### src/rtl/uart_tx_sched.sv
// Buffered UART transmit scheduler: CPU byte stores are queued in a FIFO and
// handed to the serializer one at a time, with a polled status word.
//
// state      | meaning
// S_IDLE     | waiting for a queued byte and a quiet serializer
// S_LAUNCH   | one-cycle uart_write_en pulse, byte already latched
// S_WAIT_RISE| waiting (bounded) for uart_busy to acknowledge the launch
// S_WAIT_FALL| serializer busy, waiting for it to finish
module uart_tx_sched #(
   parameter int DEPTH        = 16,
   parameter int AW           = 4,
   parameter int BUSY_TIMEOUT = 4
) (
   input  logic        clk_i,
   input  logic        rst_n_i,
   input  logic        wr_en_i,
   input  logic [7:0]  wr_data_i,
   input  logic        clr_overflow_i,
   input  logic        uart_busy_i,
   output logic        uart_write_en_o,
   output logic [7:0]  uart_data_o,
   output logic [31:0] status_word_o
);

   localparam int TW = $clog2(BUSY_TIMEOUT + 1);

   typedef enum logic [1:0] {S_IDLE, S_LAUNCH, S_WAIT_RISE, S_WAIT_FALL} state_t;

   state_t          state_q;
   logic [TW-1:0]   tmr_q;
   logic            write_en_q;
   logic [7:0]      data_q;
   logic [7:0]      mem_q [DEPTH];
   logic [AW-1:0]   wptr_q, rptr_q;
   logic [AW:0]     count_q, count_d;
   logic            ovf_q;
   logic            full, empty, push, pop, tx_idle;

   assign full    = (count_q == (AW+1)'(DEPTH));
   assign empty   = (count_q == '0);
   assign push    = wr_en_i && !full;
   // Pop decision uses the registered count, so a byte pushed this cycle waits one cycle.
   assign pop     = (state_q == S_IDLE) && !empty && !uart_busy_i;
   assign tx_idle = empty && (state_q == S_IDLE) && !uart_busy_i;

   always_comb begin
      count_d = count_q;
      case ({push, pop})
         2'b10:   count_d = count_q + 1'b1;
         2'b01:   count_d = count_q - 1'b1;
         default: count_d = count_q;
      endcase
   end

   always_ff @(posedge clk_i) begin
      if (push) mem_q[wptr_q] <= wr_data_i;
   end

   always_ff @(posedge clk_i or negedge rst_n_i) begin
      if (!rst_n_i) begin
         wptr_q  <= '0;
         rptr_q  <= '0;
         count_q <= '0;
         ovf_q   <= 1'b0;
      end else begin
         if (push) wptr_q <= wptr_q + 1'b1;
         if (pop)  rptr_q <= rptr_q + 1'b1;
         count_q <= count_d;
         if (wr_en_i && full)  ovf_q <= 1'b1;
         else if (clr_overflow_i) ovf_q <= 1'b0;
      end
   end

   always_ff @(posedge clk_i or negedge rst_n_i) begin
      if (!rst_n_i) begin
         state_q    <= S_IDLE;
         tmr_q      <= '0;
         write_en_q <= 1'b0;
         data_q     <= 8'h00;
      end else begin
         write_en_q <= 1'b0;
         case (state_q)
            S_IDLE: begin
               if (pop) begin
                  data_q     <= mem_q[rptr_q];
                  write_en_q <= 1'b1;
                  state_q    <= S_LAUNCH;
               end
            end
            S_LAUNCH: begin
               tmr_q   <= TW'(BUSY_TIMEOUT);
               state_q <= S_WAIT_RISE;
            end
            S_WAIT_RISE: begin
               if (uart_busy_i) begin
                  state_q <= S_WAIT_FALL;
               end else if (tmr_q <= TW'(1)) begin
                  tmr_q   <= '0;
                  state_q <= S_IDLE;
               end else begin
                  tmr_q <= tmr_q - 1'b1;
               end
            end
            S_WAIT_FALL: begin
               if (!uart_busy_i) state_q <= S_IDLE;
            end
            default: state_q <= S_IDLE;
         endcase
      end
   end

   assign uart_write_en_o = write_en_q;
   assign uart_data_o     = data_q;

   always_comb begin
      status_word_o          = '0;
      status_word_o[0]       = !full;
      status_word_o[1]       = empty;
      status_word_o[2]       = tx_idle;
      status_word_o[3]       = ovf_q;
      status_word_o[8 +: AW+1] = count_q;
   end

endmodule

### config.mk
export PLATFORM = sky130hd
export DESIGN_NAME = uart_tx_sched
export DESIGN_NICKNAME = d
export VERILOG_FILES = /design/src/rtl/uart_tx_sched.sv
export SDC_FILE = /design/constraint.sdc
export NUM_CORES = 1
export LEC_CHECK = 0
export CORE_MARGIN = 1.5
export CORE_UTILIZATION = 55
export DETAILED_ROUTE_END_ITERATION = 6
export MAX_ROUTING_LAYER = met4
export PLACE_DENSITY_LB_ADDON = 0.15
export SYNTH_ARGS = -nofsm -noshare
export SYNTH_HDL_FRONTEND = slang
export SYNTH_SLANG_ARGS = --single-unit
### constraint.sdc
create_clock -name clk_i -period 2.9 [get_ports clk_i]
set_input_delay 0.29 -clock clk_i [delete_from_list [all_inputs] [get_ports clk_i]]
set_output_delay 0.29 -clock clk_i [all_outputs]
set_load 0.03 [all_outputs]
## Yosys cells after proc, flatten, opt, wreduce, memory -nomap -nowiden

Memories as Yosys holds them, arrays and structs flattened. A register that Yosys moved wholly into a read port is not among the register bits.
Cells that the tools add are included.

| word-level totals | value |
|---|---|
| memory bits (writable) | 128 |
| bits in registers | 20 |
| bits in latches | 0 |
| memories kept | 1 |
| bits in read-only memories | 0 |
| output and inout bits | 41 |

| cells by class | value |
|---|---|
| bitwise operators | 0 |
| reductions and logical operators | 18 |
| shift-type cells | 0 |
| $add $sub $neg | 5 |
| mux-type cells | 15 |
| magnitude comparators | 1 |
| divide/modulo/power cells | 0 |
| eq/ne operators | 10 |
| $mul | 0 |

Memories:

| name | words | width | read ports | clocked after memory_dff | write ports | RTL line | text |
|---|---|---|---|---|---|---|---|
| mem_q | 16 | 8 | 1 | 1 | 1 | 33 | `logic [7:0] mem_q [DEPTH];` |

Operators by type and width:

| operator | count |
|---|---|
| $pmux 5 s2 | 1 |
| $add 4x1->4 const B | 2 |
| $mux 2 | 4 |
| $pmux 2 s4 | 1 |
| $eq 2x2->1 const B | 3 |
| $logic_and 1x1->1 | 6 |
| $mux 1 | 6 |
| $mux 3 | 2 |
| $ne 2x2->1 const B | 3 |
| $pmux 3 s2 | 1 |
| $reduce_bool 2->1 | 3 |
| $add 5x1->5 const B | 1 |
| $eq 5x5->1 const B | 1 |
| $logic_not 5->1 | 1 |
| $sub 5x1->5 const B | 1 |
| $eq 2x1->1 const B | 2 |
| $logic_not 1->1 | 4 |
| $reduce_and 2->1 | 2 |
| $le 3x1->1 const B | 1 |
| $ne 3x3->1 const B | 1 |
| $reduce_and 3->1 | 1 |
| $sub 3x1->3 const B | 1 |
| $logic_not 2->1 | 1 |

## Longest topological paths before layout

| depth | value |
|---|---|
| depth in word-level cells | 6 |
| depth in mapped cells | 12 |

## Worst setup path before layout

Ideal clock, no wire load.

| timing | value |
|---|---|
| kind | register -> register |
| start | reg count_q[2] |
| end | reg count_q[4] |
| data required time | 2.775 ns |
| setup slack | 0.118 ns |
| period minus slack after synthesis | 2.782 ns |
| data arrival time | 2.656 ns |
| cell stages (with the launch flop) | 13 |
| buffers on the path | 3 |
| path through | dfrtp_1 -> buf_2 -> nor4_4 -> a2111oi_4 -> buf_2 -> ha_1 -> clkbuf_1 -> xor2_1 -> ha_1 -> and3b_1 -> o21ai_0 -> a21oi_1 -> xnor2_1 |

| between the ends | value |
|---|---|
| cells in the longest elaborated chain, start to end | 6 |

RTL lines:

| item | RTL line | text |
|---|---|---|
| from (decl) | 35 | `logic [AW:0] count_q, count_d;` |
| from (signal assigned) | 68 | `count_q <= count_d;` |
| $logic_not 5->1 (*) | 40 | `assign empty = (count_q == '0);` |
| $logic_not 1->1 (*) | 43 | `assign pop = (state_q == S_IDLE) && !empty && !uart_busy_i;` |
| $logic_and 1x1->1 (*) (2 in series) | 43 |  |
| via pop | 37 | `logic full, empty, push, pop, tx_idle;` |
| $eq 2x1->1 / $eq 2x2->1 (equally long branches) | 48 | `case ({push, pop})` |
| $pmux 5 s2 / $reduce_bool 2->1 (equally long branches) | n/a |  |

The timed path passes the listed nets; every way through them passes the cells marked *.
A chain may end at the register's enable or synchronous reset.

## Worst setup path after layout

| timing | value |
|---|---|
| start | reg count_q[1] |
| end | out status_word_o[2] |

| between the ends | value |
|---|---|
| cells in the longest elaborated chain, start to end | 3 |

RTL lines:

| item | RTL line | text |
|---|---|---|
| $logic_not 5->1 | 40 |  |
| $logic_and 1x1->1 (2 in series) | 44 | `assign tx_idle = empty && (state_q == S_IDLE) && !uart_busy_i;` |
| to (decl) | 22 | `output logic [31:0] status_word_o` |

Every way passes these cells.

==> impl.org <==
** Placement
- Placed instance area :: around 7000 µm²
- Worst Setup Slack post-DPL :: 0.366 ns
- Once detailed placement completed, the half-perimeter wirelength came to approximately 7500 µm.
- Port buffering added 30 buffers.
- Routability Congestion :: 0.821
- Cell total after placement :: 547

** Timing
- Final critical delay including setup and external delays :: 2.76 ns
- Setup repair after global routing missed its margin :: no
- Summed over all failing endpoints, the final setup total negative slack is 0 ns.
- In the finished design, the share of the clock period the worst path needs comes to 0.951.
- The number of hold-slack violations in the final timing report was 0.
- Derived from the worst setup path, the maximum achievable clock frequency is around 360 MHz.
- For the pin with the worst max-slew slack, the measured transition is 0.686 ns.
- Setup violations remaining at the end of the flow were counted as 0.
- The clock arrives with ~0.0098 ns of skew.
- Number of max-slew violations in the final report :: 0
- After layout, the worst setup slack is between 0.1 and 0.15 ns.
- Slew HR :: 0.543

** Floorplanning
- The die covers between 10,000 and 15,000 µm².
- Core area :: ~12,000 µm²
- The floorplan step set the die height to approximately 110 µm.
- After floorplanning, the core was divided into 39 placement rows.
- The die is roughly 110 µm wide.
- For this configuration, the core starts out at a cell density of 0.572.
- Total I/O pin count :: 54

** GRT
- Entering global routing, the biggest net connects 30 pins.
- The initial antenna violation count came to 0.
- Overflow after GRT :: 0
- The number of global-route vias before repair was 3,415.
- First-pass GRT wire length :: 18,500 µm
- In the global route stage, overall resource usage came out at 0.211.

** Synthesis
- Number of storage elements in the synthesis netlist :: roughly 160
- The cell area that synthesis handed to floorplanning was around 6600 µm².
- For this run, the register share of the synthesized area comes to 0.685.
- For this run, the number of Yosys warnings is 0.
- In the synthesized netlist, the number of instances is around 380.
- The synthesized netlist contains 44 unique library cells.
- A synthesized cell averages about 18 µm².

** Setup path
- At the worst endpoint, the required time is ~2.6 ns.
- At the worst endpoint, the arrival time is 2.47 ns.
- Largest delay share family, worst path :: simple AND/OR/NAND/NOR gates
- Traced cell by cell, the critical path runs through or4_4, nor2_1, and3_1, clkdlybuf4s50_1.
- For this design, the slowest cell found on the critical path is clkdlybuf4s50_1.
- Setup slack on the worst flop-to-flop path :: between 0.4 and 0.5 ns
- In this run the worst path has a maximum fanout of 9.
- Type of the worst setup path :: flip-flop to primary output
- Counting both buffers and inverters, the worst setup path holds a total of 1.
- Worst Setup End Kind :: primary output
- Crit path launch type :: flip-flop
- Largest stage delay on the critical path :: about 0.66 ns

** Final layout
- Total number of nets in the final design :: 446
- Commonest non-fill, non-tap cell in the layout :: edfxtp_1
- In the final layout, the share of cells above drive strength 1 is 0.207.
- After routing the design area is 7610 µm².
- After filler insertion, the fill cell instance count of the layout stands at between 700 and 800.
- The finished layout holds between 500 and 600 standard cells, fillers aside.
- Growth of design area from synthesis to finish :: 14.7%
- Most frequent cells in the layout :: 128 x edfxtp_1, 30 x clkdlybuf4s50_1, 27 x dfrtp_1
- Diodes inserted :: 0

** Power
- The internal portion of the total power is between 5 and 6 mW.
- Summed over all cells, the static leakage comes to approximately 2.7 nW.
- Of the total power, the share spent switching nets is 0.325.
- Of the total power, registers draw 0.431.
- Power dissipated by switching net loads :: ~2.4 mW
- P per Cell Area :: roughly 980 nW/µm²
- The share of total power dissipated in the clock network is 0.279.
- Total power of the final layout :: ~7.5 mW
- Of the total power, combinational logic draws 0.290.
- Peak supply drop :: 0.717 mV

** Clock tree
- Post-CTS timing repair inserted 0 buffers for setup.
- Counting every sink on the clock net gives between 150 and 200.
- For the worst-skew pair, the clock arrives at the later sink with an insertion delay of around 0.42 ns.
- Deepest level of the CTS H-tree :: 4
- Resized Gates After CTS :: 0
- Hold buffer count at cts :: 0
- Clock-pin slew was measured on the worst setup and hold paths at approximately 0.06 ns.
- Maximum buffer depth of the clock tree :: 2
- CTS root buf :: clkbuf_16
- Counting the buffers created by CTS gives 17.
- TritonCTS built the clock tree.

** Hold path
- Worst hold-check path type :: input port to asynchronous set/reset pin

** Detailed routing
- In the final routed layout, each cell accounts on average for 20.7 µm.
- After detailed routing, the number of vias per cell comes to roughly 5.7.
- The count of nets left with antenna violations once routing finished came out at 0.
- Violation count after the first detailed-routing iteration :: 211
- Detailed-route via count :: ~3,300
- For this run, design rule violations remaining after detail routing come to 0.
- After detailed routing, the total wire length is 12,000 µm.
- The first detailed-routing pass ran for 4 iterations.

** Status
- The run finished with clean final reports.

** Run
- Max-cap check violation count :: 0
==> kinds of logic after synthesis <==
group                      count (synthesis)  synth area share
AOI/OAI and AO/OA                         48            0.0513
xor gates and xnor gates                  13            0.0172
adders and majority gates                 10            0.0189
buffers and inverters                     56            0.0545
DFF                                      156             0.685
muxes                                     43             0.135
other                                      1          0.000565
and+or+nand+nor                           49            0.0385
==> final timing paths <==
kind	to	cells after the start	from
setup / recovery	status_word_o[2]	4	count_q[1]
hold / removal	count_q[2]	1	rst_n_i
setup reg to reg	count_q[4]	10	count_q[1]
hold reg to reg	ovf_q	2	ovf_q
max in group asynchronous	rptr_q[2]	2	rst_n_i
min in group clk_i	ovf_q	2	clr_overflow_i
==> synthesized netlist by cell type, drive strengths merged <==
| cell type | instances | area share |
|---|---|---|
| xnor2 | 7 | 0.0092 |
| buf | 41 | 0.046 |
| o21ba | 1 | 0.0015 |
| o21bai | 1 | 0.0011 |
| nand2b | 3 | 0.0028 |
| o211ai | 2 | 0.0023 |
| and3b | 2 | 0.0026 |
| conb | 1 | 0.00056 |
| or2 | 1 | 0.00094 |
| o21ai | 7 | 0.0053 |
| edfxtp | 128 | 0.58 |
| nor4 | 1 | 0.0032 |
| a21boi | 1 | 0.0017 |
| o22ai | 16 | 0.015 |
| ha | 10 | 0.019 |
| dfrtp | 28 | 0.11 |
| a21oi | 12 | 0.0090 |
| a31oi | 1 | 0.00094 |
| nor3 | 4 | 0.0030 |
| nor2b | 2 | 0.0019 |
| a21o | 1 | 0.0011 |
| a2bb2oi | 1 | 0.0013 |
| mux2 | 11 | 0.019 |
| o2111ai | 1 | 0.0040 |
| nor4b | 1 | 0.0013 |
| a32oi | 1 | 0.0013 |
| nor2 | 18 | 0.010 |
| and3 | 1 | 0.00094 |
| mux4 | 32 | 0.12 |
| o31ai | 1 | 0.0011 |
| clkbuf | 5 | 0.0028 |
| or4 | 1 | 0.0017 |
| nand3 | 1 | 0.00075 |
| inv | 10 | 0.0057 |
| a2111oi | 2 | 0.0055 |
| nand4 | 3 | 0.0028 |
| nand2 | 11 | 0.0062 |
| xor2 | 6 | 0.0079 |
==> power groups by stage <==
stage	registers [mW]	clock network [mW]	logic, mW
floorplan	3.17	0	1.63
global placement	3.25	0	2.14
detailed placement	3.26	0	2.17
CTS	3.22	2.12	2.19
global route	3.27	2.21	2.33
finish	3.22	2.09	2.16
==> through the flow <==
step | utilization | hold WS [ns]
after floorplan | - | -0.00559
after global placement | 0.607 | 0.519
after detailed placement | 0.607 | 0.534
after CTS | 0.655 | 0.261
after global routing | 0.655 | 0.304
final | 0.655 | 0.257
==> cell type report <==
cell class                 instances  area (µm²)  share of cell area
tap                              143         179              0.0235
clock buffer                      17         425              0.0559
multi-input combinational        186        1810               0.238
sequential                       156        4550               0.597
inverter                          10        37.5             0.00493
timing repair buffer              52         478              0.0628
clock inverter                    14         133              0.0174
==> worst reg2reg max path, delay by kind of cell (launching register included) <==
kind / cells / cell delay [ns]
and+or+nand+nor: 2 / 0.67
DFF: 1 / 0.49
AOI/OAI and AO/OA: 3 / 0.46
adders and majority gates: 2 / 0.38
xor gates and xnor gates: 2 / 0.29
buffers and inverters: 1 / 0.12
==> per-layer routing <==
layer | share of wire | vias up | global-route usage | wire (µm)
met2 | 0.52 | 93 | 0.350 | 6240
met4 | 0.0073 | 0 | 0.0717 | 87
met5 | 0 | - | - | 0
met1 | 0.42 | 1681 | 0.256 | 5010
met3 | 0.055 | 7 | 0.0536 | 655
li1 | - | 1528 | - | -
==> registers in the layout, indices dropped and copies added (netlist names) <==
register and flops:
mem_q 128, uart_data_o 8, count_q 5, rptr_q 4, wptr_q 4, tmr_q 3, state_q 2, ovf_q 1
uart_write_en_o 1
Note: power is estimated with default switching activity, not from simulation.
